## src/rtl/mtxm_scan_ctrl.sv

```systemverilog
// mtxm_scan_ctrl: round-robin scheduler that shares one M-period measurement unit
// among NCH inputs. It drives the input mux, discards the first (contaminated)
// window after every switch, captures QTX/FTX per channel and keeps a small
// result file with valid/timeout flags that can be read through rd_ch.
//
// Optional feature: define MTXM_SCAN_TMO_EN to enable the per-window timeout.
// Without it, ARM/MEAS wait indefinitely for ceMT and rd_tmo is tied low.
module mtxm_scan_ctrl #(
    parameter int NCH    = 4,
    parameter int CW     = 2,
    parameter int SETTLE = 4,
    parameter int TMO    = 12000000
) (
    input  logic           clk,
    input  logic           R,
    input  logic           run,
    input  logic [NCH-1:0] ch_en,
    input  logic           ce01us,
    input  logic           ceMT,
    input  logic [15:0]    QTX,
    input  logic [15:0]    FTX,
    output logic [CW-1:0]  sel,
    output logic           busy,
    output logic           done,
    input  logic [CW-1:0]  rd_ch,
    output logic [15:0]    rd_Q,
    output logic [15:0]    rd_F,
    output logic           rd_vld,
    output logic           rd_tmo
);

    // The result file is sized to the full address space so every rd_ch
    // value maps to a slot; slots at or above NCH are never written and read 0.
    localparam int          NSLOT    = 1 << CW;
    localparam logic [7:0]  SETTLE_C = 8'(SETTLE - 1);
    localparam logic [23:0] TMO_C    = 24'(TMO);

    typedef enum logic [2:0] {
        IDLE   = 3'd0,
        SWITCH = 3'd1,
        ARM    = 3'd2,
        MEAS   = 3'd3,
        STORE  = 3'd4,
        NEXT   = 3'd5
    } state_t;

    state_t            state_r;
    logic [CW-1:0]     sel_r;
    logic              busy_r;
    logic              done_r;
    logic [7:0]        settle_cnt_r;

    logic [15:0]       res_q_r [NSLOT];
    logic [15:0]       res_f_r [NSLOT];
    logic [NSLOT-1:0]  vld_r;

    logic              sweep_end_s;
    logic [CW-1:0]     next_sel_s;

    // Lowest enabled channel index (0 when the mask is empty).
    function automatic logic [CW-1:0] lowest_en(input logic [NCH-1:0] mask);
        logic [CW-1:0] idx;
        logic          found;
        idx   = {CW{1'b0}};
        found = 1'b0;
        for (int i = 0; i < NCH; i++) begin
            if (mask[i] && !found) begin
                idx   = CW'(i);
                found = 1'b1;
            end else begin
                found = found;
            end
        end
        return idx;
    endfunction

    // True when some enabled channel lies strictly above cur.
    function automatic logic any_above(input logic [NCH-1:0] mask, input logic [CW-1:0] cur);
        logic hit;
        hit = 1'b0;
        for (int i = 0; i < NCH; i++) begin
            if (mask[i] && (i > int'(cur))) begin
                hit = 1'b1;
            end else begin
                hit = hit;
            end
        end
        return hit;
    endfunction

    // Next enabled channel above cur, wrapping to the lowest enabled one.
    function automatic logic [CW-1:0] next_en(input logic [NCH-1:0] mask, input logic [CW-1:0] cur);
        logic [CW-1:0] idx;
        logic          found;
        idx   = lowest_en(mask);
        found = 1'b0;
        for (int i = 0; i < NCH; i++) begin
            if (mask[i] && (i > int'(cur)) && !found) begin
                idx   = CW'(i);
                found = 1'b1;
            end else begin
                found = found;
            end
        end
        return idx;
    endfunction

    // Sweep-end detection and next channel, from the mask sampled in NEXT.
    always_comb begin
        sweep_end_s = !any_above(ch_en, sel_r);
        next_sel_s  = next_en(ch_en, sel_r);
    end

`ifdef MTXM_SCAN_TMO_EN
    logic [23:0]       tmo_cnt_r;
    logic [NSLOT-1:0]  tmo_r;
    logic              tmo_evt_s;

    // A timeout only counts when the window is still live and no ceMT arrives
    // in the same cycle (ceMT wins the tie, run deassertion wins over both).
    always_comb begin
        if ((state_r == ARM || state_r == MEAS) && run && !ceMT && (tmo_cnt_r == TMO_C)) begin
            tmo_evt_s = 1'b1;
        end else begin
            tmo_evt_s = 1'b0;
        end
    end

    // Window timeout counter: cleared while settling and at the discarded
    // window boundary, saturating count of 0.1 us ticks while waiting.
    always_ff @(posedge clk) begin
        if (R) begin
            tmo_cnt_r <= 24'd0;
        end else if (state_r == SWITCH || (state_r == ARM && ceMT)) begin
            tmo_cnt_r <= 24'd0;
        end else if ((state_r == ARM || state_r == MEAS) && ce01us && (tmo_cnt_r != 24'hFF_FFFF)) begin
            tmo_cnt_r <= tmo_cnt_r + 24'd1;
        end else begin
            tmo_cnt_r <= tmo_cnt_r;
        end
    end
`else
    logic [24:0] unused_tmo_s;
    assign unused_tmo_s = {ce01us, TMO_C};
`endif

    // Scan sequencer: mux select, settle timing, window tracking, done pulse.
    always_ff @(posedge clk) begin
        if (R) begin
            state_r      <= IDLE;
            sel_r        <= {CW{1'b0}};
            busy_r       <= 1'b0;
            done_r       <= 1'b0;
            settle_cnt_r <= 8'd0;
        end else begin
            done_r <= 1'b0;
            case (state_r)
                IDLE: begin
                    if (run && (ch_en != {NCH{1'b0}})) begin
                        sel_r        <= lowest_en(ch_en);
                        settle_cnt_r <= 8'd0;
                        state_r      <= SWITCH;
                        busy_r       <= 1'b1;
                    end else begin
                        state_r <= IDLE;
                        busy_r  <= 1'b0;
                    end
                end
                SWITCH: begin
                    if (!run) begin
                        state_r <= IDLE;
                        busy_r  <= 1'b0;
                    end else if (settle_cnt_r == SETTLE_C) begin
                        state_r <= ARM;
                    end else begin
                        settle_cnt_r <= settle_cnt_r + 8'd1;
                    end
                end
                ARM: begin
                    // First boundary closes the window that straddled the switch.
                    if (!run) begin
                        state_r <= IDLE;
                        busy_r  <= 1'b0;
                    end else if (ceMT) begin
                        state_r <= MEAS;
`ifdef MTXM_SCAN_TMO_EN
                    end else if (tmo_evt_s) begin
                        state_r <= NEXT;
`endif
                    end else begin
                        state_r <= ARM;
                    end
                end
                MEAS: begin
                    // QTX/FTX of this window are presented the cycle after ceMT.
                    if (!run) begin
                        state_r <= IDLE;
                        busy_r  <= 1'b0;
                    end else if (ceMT) begin
                        state_r <= STORE;
`ifdef MTXM_SCAN_TMO_EN
                    end else if (tmo_evt_s) begin
                        state_r <= NEXT;
`endif
                    end else begin
                        state_r <= MEAS;
                    end
                end
                STORE: begin
                    state_r <= NEXT;
                end
                NEXT: begin
                    done_r <= sweep_end_s;
                    if (!run || (ch_en == {NCH{1'b0}})) begin
                        state_r <= IDLE;
                        busy_r  <= 1'b0;
                    end else begin
                        sel_r        <= next_sel_s;
                        settle_cnt_r <= 8'd0;
                        state_r      <= SWITCH;
                    end
                end
                default: begin
                    state_r <= IDLE;
                    busy_r  <= 1'b0;
                end
            endcase
        end
    end

    // Per-channel result file: capture on STORE, flag timeouts, keep otherwise.
    always_ff @(posedge clk) begin
        if (R) begin
            for (int i = 0; i < NSLOT; i++) begin
                res_q_r[i] <= 16'h0000;
                res_f_r[i] <= 16'h0000;
            end
            vld_r <= {NSLOT{1'b0}};
`ifdef MTXM_SCAN_TMO_EN
            tmo_r <= {NSLOT{1'b0}};
`endif
        end else if (state_r == STORE) begin
            res_q_r[sel_r] <= QTX;
            res_f_r[sel_r] <= FTX;
            vld_r[sel_r]   <= 1'b1;
`ifdef MTXM_SCAN_TMO_EN
            tmo_r[sel_r]   <= 1'b0;
        end else if (tmo_evt_s) begin
            vld_r[sel_r]   <= 1'b0;
            tmo_r[sel_r]   <= 1'b1;
`endif
        end else begin
            vld_r <= vld_r;
        end
    end

    // Asynchronous read port of the result file.
    always_comb begin
        rd_Q   = res_q_r[rd_ch];
        rd_F   = res_f_r[rd_ch];
        rd_vld = vld_r[rd_ch];
`ifdef MTXM_SCAN_TMO_EN
        rd_tmo = tmo_r[rd_ch];
`else
        rd_tmo = 1'b0;
`endif
    end

    assign sel  = sel_r;
    assign busy = busy_r;
    assign done = done_r;

endmodule

```

## config.mk

```make
export PLATFORM = sky130hd
export DESIGN_NAME = mtxm_scan_ctrl
export DESIGN_NICKNAME = d
export VERILOG_FILES = /design/src/rtl/mtxm_scan_ctrl.sv
export SDC_FILE = /design/constraint.sdc
export NUM_CORES = 1
export LEC_CHECK = 0
export ABC_CLOCK_PERIOD_IN_PS = 9400
export BUFFER_PORTS_ARGS = -buffer_cell sky130_fd_sc_hd__buf_2
export CORE_UTILIZATION = 40
export CTS_BUF_LIST = sky130_fd_sc_hd__clkbuf_2
export CTS_CLUSTER_DIAMETER = 80
export DETAILED_ROUTE_END_ITERATION = 10
export PLACE_DENSITY = 0.6
export RECOVER_POWER = 50
export REMOVE_ABC_BUFFERS = 1
export SYNTH_ARGS = -nofsm -noshare
export SYNTH_HDL_FRONTEND = slang
export SYNTH_SLANG_ARGS = --single-unit
```

## constraint.sdc

```tcl
create_clock -name clk -period 9.4 [get_ports clk]
set_clock_uncertainty 0.2 [all_clocks]
set_input_delay 1.88 -clock clk [delete_from_list [all_inputs] [get_ports clk]]
set_output_delay 1.88 -clock clk [all_outputs]
set_load 0.05 [all_outputs]
```

==> qor.csv <==
metric;value;unit
maxSlewViolCount;171;
synth.distinct_cells;54;
pwr-share-comb;11.1;%
cts.clk_slew.worst_paths;190;ps
finalCritPeriodShare;58.1;%
min_path_type;reg2reg;
avgViaCountPerCell;5.08;
ant_nets;0;
hold_violations;0;
hpwlAfterDp;7530;µm
fin_crit;5460;ps
antenna_found_initial;2;
seq_power_share;61.9;%
wl;13600;µm
max_freq;183;MHz
cts_tree;done;
syn2layout_area_growth;11.6;%
power_frac_clock;26.9;%
ys_seq_area_share;63.9;%
post_cts_resized;0;
final_common_cell;edfxtp_1;
ctsHoldBuffers;0;
utilization;46.1;%
grt_pass1_vias;3819;
cpLargestDelayFamily;buffers and inverters;
post-cts-setup-buffer-count;0;
end_kind;primary output;
initial_core_util;41.3;%
fin_nets;560;
peakVddDrop;56.2;µV
avgSynthCellArea;15.0;µm²
synth-edff-count;128;
ios;81;
vias;3782;
slew_headroom;-42.9;%
numCtsBuffers;17;
leakagePower;2.75;nW
switching_power;0.307;mW
core_area;0.0160;mm²
power.internal;0.882;mW
grt_start_max_net_pins;35;
grt_usage;16.9;%
grt_first_pass_wirelength;20600;µm
die-height;131;µm
cp_slowest_cell;mux4_2;
required;7320;ps
rsz0062_at_grt;false;
io_buffers;78;
ys_async_sr_fraction;0;%
netlist_area;0.00661;mm²
worst_ep_arrival_time;3380;ps
cts_sinks;147;
grt-ovfl-total;0;
violations;max-capacitance violations, max-slew violations;
fp.dieW;131;µm
drive_gt1_share;29.3;%
worst_pin_slew;2140;ps
post-route-drc-count;0;
maxCapViolations;5;
place_congestion;0.779;
start_kind;input pin;
cts_max_path_buffers;2;
outcome;finished, violations left;
path_common_cell;buf_2;
clockRootBuffer;clkbuf_2;
swShare;25.8;%
worst-path-max-fanout;33;
clkLatencyLatePin;660;ps
yosysWarnings;0;
ys.flop_type;edfxtp_1;
ys_ff_latch;147;
critPathKind;in2out;
setup_viol;0;
htree_num_levels;4;
powerDensity;161;mW/mm²
wl_per_cell;18.3;µm
die_area;0.0170;mm²
syn_inst;440;
fin_setup_tns;0;ps
critPathBufInv;3;
drt_first_iter_violations;259;
rows;46;
most-common-layout-cells;128 x edfxtp_1, 85 x and2_1, 75 x buf_2;
drt_first_pass_iters;4;
path_cells;buf_2 -> buf_4 -> mux4_2 -> buf_2;
slowest_delay;610;ps
[path summary, 6_finish.rpt]
kind,from,to,slack (ps),cells after the start
setup / recovery,rd_ch[0],rd_Q[3],3940,4
hold reg to reg,vld_r[2]$_SDFFE_PP0P_,vld_r[2]$_SDFFE_PP0P_,280,1
setup reg to reg,state_r[0]$_SDFFE_PP0P_,res_q_r[1][9]$_SDFFCE_PN0P_,5340,5
hold / removal,vld_r[2]$_SDFFE_PP0P_,vld_r[2]$_SDFFE_PP0P_,280,1
[cell families after synthesis]
group / after synthesis / share of synthesized area [%]
xor+xnor: 1 / 0.133
flops: 147 / 63.9
fa+ha+maj: 1 / 0.189
compound gates: 34 / 3.71
other cells: 1 / 0.0568
mux: 35 / 11.6
buf+inv: 30 / 2.12
simple gates: 191 / 18.3
[state kept, by name, indices dropped and copies added (netlist names)]
register / cells
busy: 1
done: 1
res_f_r: 64
res_q_r: 64
sel: 2
settle_cnt_r: 8
state_r: 3
vld_r: 4
[stage by stage]
stage	power (mW)	area, µm²	cells	worst slack [ps]	hold slack (ps)
after floorplan	0.837	6480	413	4810	221
after global placement	0.883	7220	713	3870	229
after detailed placement	0.886	7220	713	3880	237
after CTS	1.20	7400	741	3880	280
after global routing	1.24	7370	741	3780	304
final	1.19	7380	744	3940	278
[layer usage]
layer,global-route usage (%),vias to the layer above,part of all wire [%]
li1,-,1791,-
met1,21.0,1894,44
met2,28.3,89,49
met3,5.90,8,6.3
met4,4.26,0,0.76
met5,0,-,0
[synthesized netlist by cell type, types with 2 or more instances]
cell type	count	area share, %
a311oi_1	3	0.40
a41oi_1	2	0.27
a21o_1	3	0.34
nand4_1	2	0.19
inv_1	2	0.11
nor3_1	2	0.15
clkbuf_1	19	1.1
nor3b_1	2	0.23
mux4_2	33	11
edfxtp_1	128	58
nand3b_1	2	0.23
nor2b_1	2	0.19
a21oi_1	8	0.61
o21ai_0	2	0.15
nand3_1	8	0.61
o22ai_1	3	0.28
o311a_1	2	0.30
and3_2	2	0.23
nor3b_2	3	0.57
or2_2	4	0.38
dfxtp_1	19	5.8
nor2_1	11	0.62
nor3_2	3	0.45
o21a_1	3	0.34
and2_1	128	12
nand2_1	8	0.45
buf_2	5	0.38
nand2b_1	5	0.47
[power by group through the flow]
stage	logic (mW)	clock network, mW	registers, mW
floorplan	0.0866	0	0.750
global placement	0.134	0	0.749
detailed placement	0.135	0	0.751
CTS	0.135	0.331	0.736
global route	0.143	0.355	0.739
finish	0.132	0.320	0.736
[cell type report]
type,instances,area (µm²)
fillers,1486,8620
flip-flops and latches,147,4220
multi-input cells,263,2260
repair buffers,84,413
well taps,216,270
clock buffers,19,95.1
clock inverters,9,92.6
inverters,3,11.3
diodes,3,7.51
Note: power is estimated with default switching activity, not from simulation.
